--- config.mk ---
export PLATFORM = sky130hd
export DESIGN_NAME = sprite_blit_engine
export DESIGN_NICKNAME = d
export VERILOG_FILES = /design/src/rtl/sprite_blit_engine.sv
export SDC_FILE = /design/constraint.sdc
export NUM_CORES = 1
export LEC_CHECK = 0
export CAP_MARGIN = 10
export CORE_ASPECT_RATIO = 0.9
export CORE_UTILIZATION = 45
export CTS_CLUSTER_DIAMETER = 100
export DETAILED_ROUTE_END_ITERATION = 10
export DONT_BUFFER_PORTS = 1
export GPL_TIMING_DRIVEN = 0
export RECOVER_POWER = 25
export SLEW_MARGIN = 20
export SYNTH_ARGS = -nofsm -noshare
export SYNTH_HDL_FRONTEND = slang
export SYNTH_SLANG_ARGS = --single-unit
--- constraint.sdc ---
create_clock -name clk -period 3.25 [get_ports clk]
set_clock_uncertainty 0.2 [all_clocks]
set_input_delay 0.4875 -clock clk [delete_from_list [all_inputs] [get_ports clk]]
set_output_delay 0.4875 -clock clk [all_outputs]
set_load 0.005 [all_outputs]
--- src/rtl/sprite_blit_engine.sv ---
// Sprite blitter: copies a header-prefixed bitmap from one of N_SRC ROMs into linear video memory.
// Optional per-pixel screen-edge clipping is enabled by defining SPRITE_CLIP_EN.
module sprite_blit_engine #(
    parameter int PIX_W   = 6,
    parameter int SCR_W   = 640,
    parameter int SCR_H   = 480,
    parameter int VADDR_W = 19,
    parameter int ROM_AW  = 16,
    parameter int N_SRC   = 4,
    parameter int SEL_W   = 2,
    parameter logic [PIX_W-1:0] TRANSP   = 6'h24,
    parameter logic [PIX_W-1:0] BG_COLOR = '0
) (
    input  logic                     clk,
    input  logic                     rst_n,
    input  logic                     start,
    input  logic                     remove,
    input  logic [SEL_W-1:0]         src_sel,
    input  logic [9:0]               xloc,
    input  logic [8:0]               yloc,
    output logic [ROM_AW-1:0]        rom_addr,
    input  logic [N_SRC*PIX_W-1:0]   rom_data,
    output logic                     vm_we,
    output logic [VADDR_W-1:0]       vm_waddr,
    output logic [PIX_W-1:0]         vm_wdata,
    output logic                     busy,
    output logic                     done
);

    localparam int DW   = 2 * PIX_W;
    localparam int XS_W = ((DW > 10) ? DW : 10) + 1;
    localparam logic [VADDR_W-1:0] SCR_W_V = VADDR_W'(SCR_W);

    typedef enum logic [1:0] {IDLE, HDR, PIX, DONE} state_t;

    state_t               state_q, state_d;
    logic [1:0]           hdr_cnt_q, hdr_cnt_d;
    logic [ROM_AW-1:0]    rom_addr_q, rom_addr_d;
    logic                 remove_q, remove_d;
    logic [SEL_W-1:0]     src_sel_q, src_sel_d;
    logic [9:0]           xloc_q, xloc_d;
    logic [8:0]           yloc_q, yloc_d;
    logic [DW-1:0]        width_q, width_d;
    logic [DW-1:0]        height_q, height_d;
    logic [DW-1:0]        col_q, col_d;
    logic [DW-1:0]        row_q, row_d;
    logic [VADDR_W-1:0]   row_base_q, row_base_d;
    logic [VADDR_W-1:0]   pix_addr_q, pix_addr_d;
    logic                 first_q, first_d;
    logic                 drain_q, drain_d;
    logic                 dvalid_q, dvalid_d;
    logic                 dclip_q, dclip_d;
    logic [VADDR_W-1:0]   daddr_q, daddr_d;

    logic [PIX_W-1:0]     src_pix;
    logic [DW-1:0]        h_eff;
    logic                 clip_hit;
    logic                 last_col;
    logic                 last_pix;

    // The ROM slice follows the src_sel latched at acceptance; out-of-range indices fall back to ROM 0.
    always_comb begin
        src_pix = rom_data[PIX_W-1:0];
        for (int k = 1; k < N_SRC; k++) begin
            if (32'(src_sel_q) == k) begin
                src_pix = rom_data[k*PIX_W +: PIX_W];
            end
        end
    end

    always_comb begin
`ifdef SPRITE_CLIP_EN
        clip_hit = ((XS_W'(xloc_q) + XS_W'(col_q)) >= XS_W'(SCR_W)) ||
                   ((XS_W'(yloc_q) + XS_W'(row_q)) >= XS_W'(SCR_H));
`else
        clip_hit = 1'b0;
`endif
    end

    always_comb begin
        state_d    = state_q;
        hdr_cnt_d  = hdr_cnt_q;
        rom_addr_d = rom_addr_q;
        remove_d   = remove_q;
        src_sel_d  = src_sel_q;
        xloc_d     = xloc_q;
        yloc_d     = yloc_q;
        width_d    = width_q;
        height_d   = height_q;
        col_d      = col_q;
        row_d      = row_q;
        row_base_d = row_base_q;
        pix_addr_d = pix_addr_q;
        first_d    = first_q;
        drain_d    = drain_q;
        dvalid_d   = 1'b0;
        dclip_d    = 1'b0;
        daddr_d    = daddr_q;
        h_eff      = height_q;
        last_col   = 1'b0;
        last_pix   = 1'b0;

        case (state_q)
            IDLE: begin
                if (start) begin
                    state_d    = HDR;
                    remove_d   = remove;
                    src_sel_d  = src_sel;
                    xloc_d     = xloc;
                    yloc_d     = yloc;
                    hdr_cnt_d  = 2'd0;
                    rom_addr_d = '0;
                    first_d    = 1'b0;
                    drain_d    = 1'b0;
                end
            end

            // Header data trails its address by one cycle, so word k is captured while address k+1 is out.
            HDR: begin
                rom_addr_d = rom_addr_q + ROM_AW'(1);
                hdr_cnt_d  = hdr_cnt_q + 2'd1;
                case (hdr_cnt_q)
                    2'd0: begin
                        row_base_d = VADDR_W'(yloc_q) * SCR_W_V + VADDR_W'(xloc_q);
                        pix_addr_d = VADDR_W'(yloc_q) * SCR_W_V + VADDR_W'(xloc_q);
                        col_d      = '0;
                        row_d      = '0;
                    end
                    2'd1: width_d  = {src_pix, width_q[PIX_W-1:0]};
                    2'd2: width_d  = {width_q[DW-1:PIX_W], src_pix};
                    default: begin
                        height_d = {src_pix, height_q[PIX_W-1:0]};
                        state_d  = PIX;
                        first_d  = 1'b1;
                    end
                endcase
            end

            PIX: begin
                first_d = 1'b0;
                if (first_q) begin
                    h_eff    = {height_q[DW-1:PIX_W], src_pix};
                    height_d = h_eff;
                end
                last_col = (col_q == width_q - DW'(1));
                last_pix = last_col && (row_q == h_eff - DW'(1));

                if (drain_q) begin
                    state_d = DONE;
                end else if (first_q && ((width_q == '0) || (h_eff == '0))) begin
                    state_d = DONE;
                end else begin
                    dvalid_d   = 1'b1;
                    dclip_d    = clip_hit;
                    daddr_d    = pix_addr_q;
                    rom_addr_d = rom_addr_q + ROM_AW'(1);
                    // Row stepping is add-only: the multiplier above runs once per blit.
                    if (last_col) begin
                        col_d      = '0;
                        row_d      = row_q + DW'(1);
                        row_base_d = row_base_q + SCR_W_V;
                        pix_addr_d = row_base_q + SCR_W_V;
                    end else begin
                        col_d      = col_q + DW'(1);
                        pix_addr_d = pix_addr_q + VADDR_W'(1);
                    end
                    if (last_pix) begin
                        drain_d = 1'b1;
                    end
                end
            end

            default: begin
                state_d = IDLE;
                drain_d = 1'b0;
            end
        endcase
    end

    always_ff @(posedge clk or negedge rst_n) begin
        if (!rst_n) begin
            state_q    <= IDLE;
            hdr_cnt_q  <= 2'd0;
            rom_addr_q <= '0;
            remove_q   <= 1'b0;
            src_sel_q  <= '0;
            xloc_q     <= '0;
            yloc_q     <= '0;
            width_q    <= '0;
            height_q   <= '0;
            col_q      <= '0;
            row_q      <= '0;
            row_base_q <= '0;
            pix_addr_q <= '0;
            first_q    <= 1'b0;
            drain_q    <= 1'b0;
            dvalid_q   <= 1'b0;
            dclip_q    <= 1'b0;
            daddr_q    <= '0;
        end else begin
            state_q    <= state_d;
            hdr_cnt_q  <= hdr_cnt_d;
            rom_addr_q <= rom_addr_d;
            remove_q   <= remove_d;
            src_sel_q  <= src_sel_d;
            xloc_q     <= xloc_d;
            yloc_q     <= yloc_d;
            width_q    <= width_d;
            height_q   <= height_d;
            col_q      <= col_d;
            row_q      <= row_d;
            row_base_q <= row_base_d;
            pix_addr_q <= pix_addr_d;
            first_q    <= first_d;
            drain_q    <= drain_d;
            dvalid_q   <= dvalid_d;
            dclip_q    <= dclip_d;
            daddr_q    <= daddr_d;
        end
    end

    // Write strobe and data are formed in the cycle the ROM returns the pixel; address and flags were registered at issue.
    assign vm_we    = dvalid_q && !dclip_q && (src_pix != TRANSP);
    assign vm_wdata = dvalid_q ? (remove_q ? BG_COLOR : src_pix) : '0;
    assign vm_waddr = daddr_q;
    assign rom_addr = rom_addr_q;
    assign busy     = (state_q != IDLE);
    assign done     = (state_q == DONE);

endmodule

# Yosys cells after proc, flatten, opt, wreduce, memory -nomap -nowiden
# Cells that the tools add are included.
# Widths: inputs -> output; s select.
# classes
addsub	9
n_mul	1
n_eq_ne	18
muxes	49
bitwise	5
reduce_logical	26
# op_table
cell	n
$mux 19	7
$mux 12	9
$pmux 12 s2	4
$pmux 19 s2	2
$mux 16	3
$pmux 16 s3	1
$mux 6	6
$add 12x1->12 const B	2
$eq 12x12->1	2
$logic_not 12->1	2
$sub 12x1->12 const B	2
$add 19x1->19 const B	1
$add 19x10->19	1
$add 19x10->19 const B	1
$add 16x1->16 const B	1
$reduce_and 3->1	5
$mul 9x3->12 const B	1
$ne 2x2->1 const B	6
$eq 2x2->1 const B	5
$mux 2	5
$reduce_and 2->1	5
$mux 1	8
$reduce_and 4->1	2
$eq 2x1->1 const B	3
14 further kinds	24
# totals
register_bits	150
inputBits	49
out_inout_bits	44
elab_cells	127

# Depth between registers and ports, before layout
# logic_depth
word_depth	13
ltp_mapped	14
depth_no_buf	11

# Worst setup path before layout
# No wires, ideal clock.
# synth_timing
path_kind	reg-to-reg
start	register src_sel_q[0]
end	register rom_addr_q[13] (netlist: rom_addr[13])
t_arrival_ps	3137
setup_slack_ps	-153
path_stages_with_launch	13
period_less_slack_ps	3403
path_cell_list	dfrtp_1 > buf_6 > mux4_2 > mux2i_1 > ha_1 > nand3b_1 > nor4_1 > a31o_2 > nand2_1 > nand2_1 > clkbuf_1 > clkbuf_1 > a22o_1
# synth_via
elab_chain_len	11
word_cells_on_any_way	13
# synth_lines
item	line_no	source
from (decl)	40	logic [SEL_W-1:0] src_sel_q, src_sel_d;
from (signal assigned)	205	src_sel_q <= src_sel_d;
$eq 2x1->1	65	if (32'(src_sel_q) == k) begin
$mux 6 (2 in series)	65	
$mux 6 *	65	
$mux 6 *	--	
$mux 12 *	103	case (state_q)
$logic_not 12->1 *	150	end else if (first_q && ((width_q == '0) || (h_eff == '0))) begin
$logic_or 1x1->1 *	150	
$logic_and 1x1->1 *	150	
$ne 2x2->1 (no line) *	--	
$reduce_and 4->1 (no line) *	--	
to (signal assigned)	203	rom_addr_q <= rom_addr_d;
to (decl)	38	logic [ROM_AW-1:0] rom_addr_q, rom_addr_d;
# Mark *: on every way between the ends. The rest lies on a longest branch, timed or not. The select of a mux whose other input is x is not followed.
# A chain may end at the register's enable or synchronous reset.

# Final worst setup path
# layout_timing
start	register width_q[1]
end	register row_q[5]
# layout_via
elab_chain_len	5
word_cells_on_any_way	8
# layout_lines
item	line_no	source
from (decl)	43	logic [DW-1:0] width_q, width_d;
from (signal assigned)	208	width_q <= width_d;
parallel branches: the longest is 4 deep, another holds $sub 12x1->12	--	
$reduce_and 5->1 (no line) *	--	
to (signal assigned)	211	row_q <= row_d;
to (decl)	46	logic [DW-1:0] row_q, row_d;
# Every way passes the cells marked *.

==> results.yml <==
worst_setup_path:
  critPathKind: "reg -> reg"
  r2r_setup_slack_ps: -60
  slowest_stage: "or4_4"
  worst_path_most_repeated_cell: "or3_4"
  start_kind: "register"
  endpoint_kind: "register"
  worst_ep_arrival_time_ps: 3470
  worstPathRequired_ps: 3410
  cp_slowest_stage_delay_ps: 500
  path_cells: "inv_2 -> ha_4 -> xnor2_2 -> a211oi_2 -> o2111ai_2 -> or3_1 -> or3_4 -> or3_4 -> or4_4 -> a21oi_2"
  path_max_fanout: 3
die:
  coreArea_um2: 20050
  dieArea_um2: 21050
  start_util: 0.4597
  pin_count: 93
  die_w_um: 152.8
  rows: 49
  die_h_um: 137.8
sta:
  clock.fmax_mhz: 302.4
  setup_viol: 2
  relSlewSlack: 0.4371
  period_needed_ps: 3307
  max_slew.worst_pin.slew_ps: 844.3
  fin_tns_setup_ps: -75.48
  slew_viol_final: 0
  hold_viol: 150
  rsz0062_at_grt: "yes"
  finalCritPeriodShare: 1.018
  final.hold.worst_slack_ps: -451.1
  finalWorstSetupSlack_ps: -57.09
logic_synthesis:
  synth_largest_area_cell: "dfrtp_1"
  ys_types: 67
  synth_warnings: 0
  syn-cell-area_um2: 9215
  synth_edf_count: 0
  synth_flop_cell: "dfrtp_1"
  syn_avg_cell_area_um2: 9.160
  synthArstFlopShare: 1.000
  synthesis.nets: 1093
  yosysSeqAreaShare: 0.4073
  post-synth-top-area-fraction: 0.4073
  synth_seq_cells: 150
  netlist_instances: 1006
  synth_area_leaders: "dfrtp_1 (41%), nand2_1 (6.6%), ha_1 (4.9%)"
layout:
  fin_nets: 1169
  syn2layout_area_growth_pct: 21.02
  fillCellCount: 1770
  utilization: 0.5563
  diodes: 0
  final_layout_size_suffix_gt1_frac: 0.1936
  final_common_cell: "nand2_1"
  finish.instance_area_um2: 11150
  final_cell_mix: "nand2_1 (156), dfrtp_1 (147), nor2_1 (69), o21ai_0 (45), buf_4 (42)"
global_routing:
  first_global_vias: 7465
  antenna_found_initial: 0
  grt_max_degree: 151
  grt.total_usage: 0.2465
  overflow: 0
  grt_pass1_wl_um: 40340
clock_tree:
  root_buffer: "clkbuf_16"
  insertion_delay_ps: 430
  cts_buffers: 17
  htree_levels: 4
  cts_buffer_depth: 2
  cts_tree: "yes"
  path_clk_slew_ps: 60
  clkSinkCount: 150
pwr:
  pwr_density_cell_nw_per_um2: 1134
  vdd_drop_max_v: 0.0004616
  total_leakage_power_nw: 4.875
  finalPower_mw: 12.65
run_status:
  violations: "hold timing, setup timing"
  status: "finished, violations left"
job:
  cap_violations: 0
routing:
  dr.first_iter.drc_count: 597
  route.detailed.drc: 0
  routed_wl_um: 25300
  ant_nets: 0
  viasPerCell: 5.793
  wl_per_cell_um: 18.74
  vias: 7821
  first_pass_iters: 5
placed_design:
  hpwl_um: 17060
  port_buffers: 0
  place_ws_ps: -895.6
  placed_area_um2: 9552
  gp_congestion: 0.8898
hold_path:
  hp-class: "in -> async"
## cell usage after synthesis (16+ instances only)
library cell and instances:
dfrtp_1 150, xnor2_1 38, mux2_2 31, nand2_1 162
o21ai_0 48, a22o_1 29, clkbuf_1 38, nor2_1 76
nor3_1 18, a21oi_1 37, mux2i_1 28, nand3_1 41
and3_1 19, nand2b_1 17, a31oi_1 17, xor2_1 27
or3_1 16, ha_1 36, inv_1 26
## stage by stage
step                hold slack [ps]  cells
floorplan                    -8.091   1006
finish                       -451.1   1350
global route                 -465.6   1350
CTS                          -459.6   1332
global placement             -1.454   1261
detailed placement            1.750   1261
## final cells by class
cell class                 count  area [um^2]  area share
buffer                        42        252.7     0.02266
tap                          255        319.1     0.02861
sequential                   150         3757      0.3369
clock inverter                12        140.1     0.01257
timing repair buffer          64        549.3     0.04925
inverter                      27        105.1    0.009424
clock buffer                  20        456.7     0.04095
multi-input combinational    780         5572      0.4996
## state kept, by name, indices dropped and copies added (netlist names)
register and cells:
yloc_q 9, src_sel_q 2, vm_waddr 19, row_q 12, state_q 2, first_q 1
pix_addr_q 19, rom_addr 16, remove_q 1, dvalid_q 1, xloc_q 10, width_q 12
row_base_q 19, hdr_cnt_q 2, drain_q 1, col_q 12, height_q 12
## power by group
group | switching [mW] | internal, mW
combinational | 4.17 | 3.10
sequential | 0.748 | 2.58
clock | 0.860 | 1.18
## kinds of logic (layout without fill, tap and decap cells)
family	count (synthesis)	in the layout	share of synthesized area
compound gates	203	203	0.1488
fa+ha+maj	38	38	0.05322
buf+inv	76	165	0.03245
xor+xnor	65	65	0.06178
flops	150	150	0.4073
mux	65	65	0.08296
simple gates	409	409	0.2134
## repair_timing
item                                   CTS  global route
resized for setup                       63            74
endpoints found under the hold margin  169           151
setup endpoints to repair               94            94
pin swaps                               22            34
buffers inserted                        27            17
hold buffers                            19             1
## worst max-delay path, delay by kind of cell, from the launching register on
family | cells | cell delay, ps
buffers and inverters | 1 | 110
adders and majority gates | 1 | 220
AOI/OAI and AO/OA | 3 | 530
xor gates and xnor gates | 1 | 130
and+or+nand+nor | 4 | 1650
DFF | 1 | 400
## layer usage
metal  global-route usage  vias to the layer above  routed length (um)
met2               0.3948                      196               11510
met4              0.05948                        0                 335
met3              0.05253                       24                1177
met5                    0                        -                   0
met1               0.3408                     3848               12280
li1                     -                     3753                   -
## path summary, 6_finish.rpt
path / startpoint / to / cells past startpoint
setup / recovery: width_q[1]$_DFFE_PN0P_ / row_q[5]$_DFFE_PN0P_ / 10
hold / removal: rst_n / dvalid_q$_DFF_PN0_ / 0
setup reg to reg: width_q[1]$_DFFE_PN0P_ / row_q[5]$_DFFE_PN0P_ / 10
hold reg to reg: row_base_q[3]$_DFFE_PN0P_ / row_base_q[3]$_DFFE_PN0P_ / 2
max in group asynchronous: rst_n / yloc_q[0]$_DFFE_PN0P_ / 0
min in group clk: xloc[6] / xloc_q[6]$_DFFE_PN0P_ / 1
(Power assumes the default switching activity.)
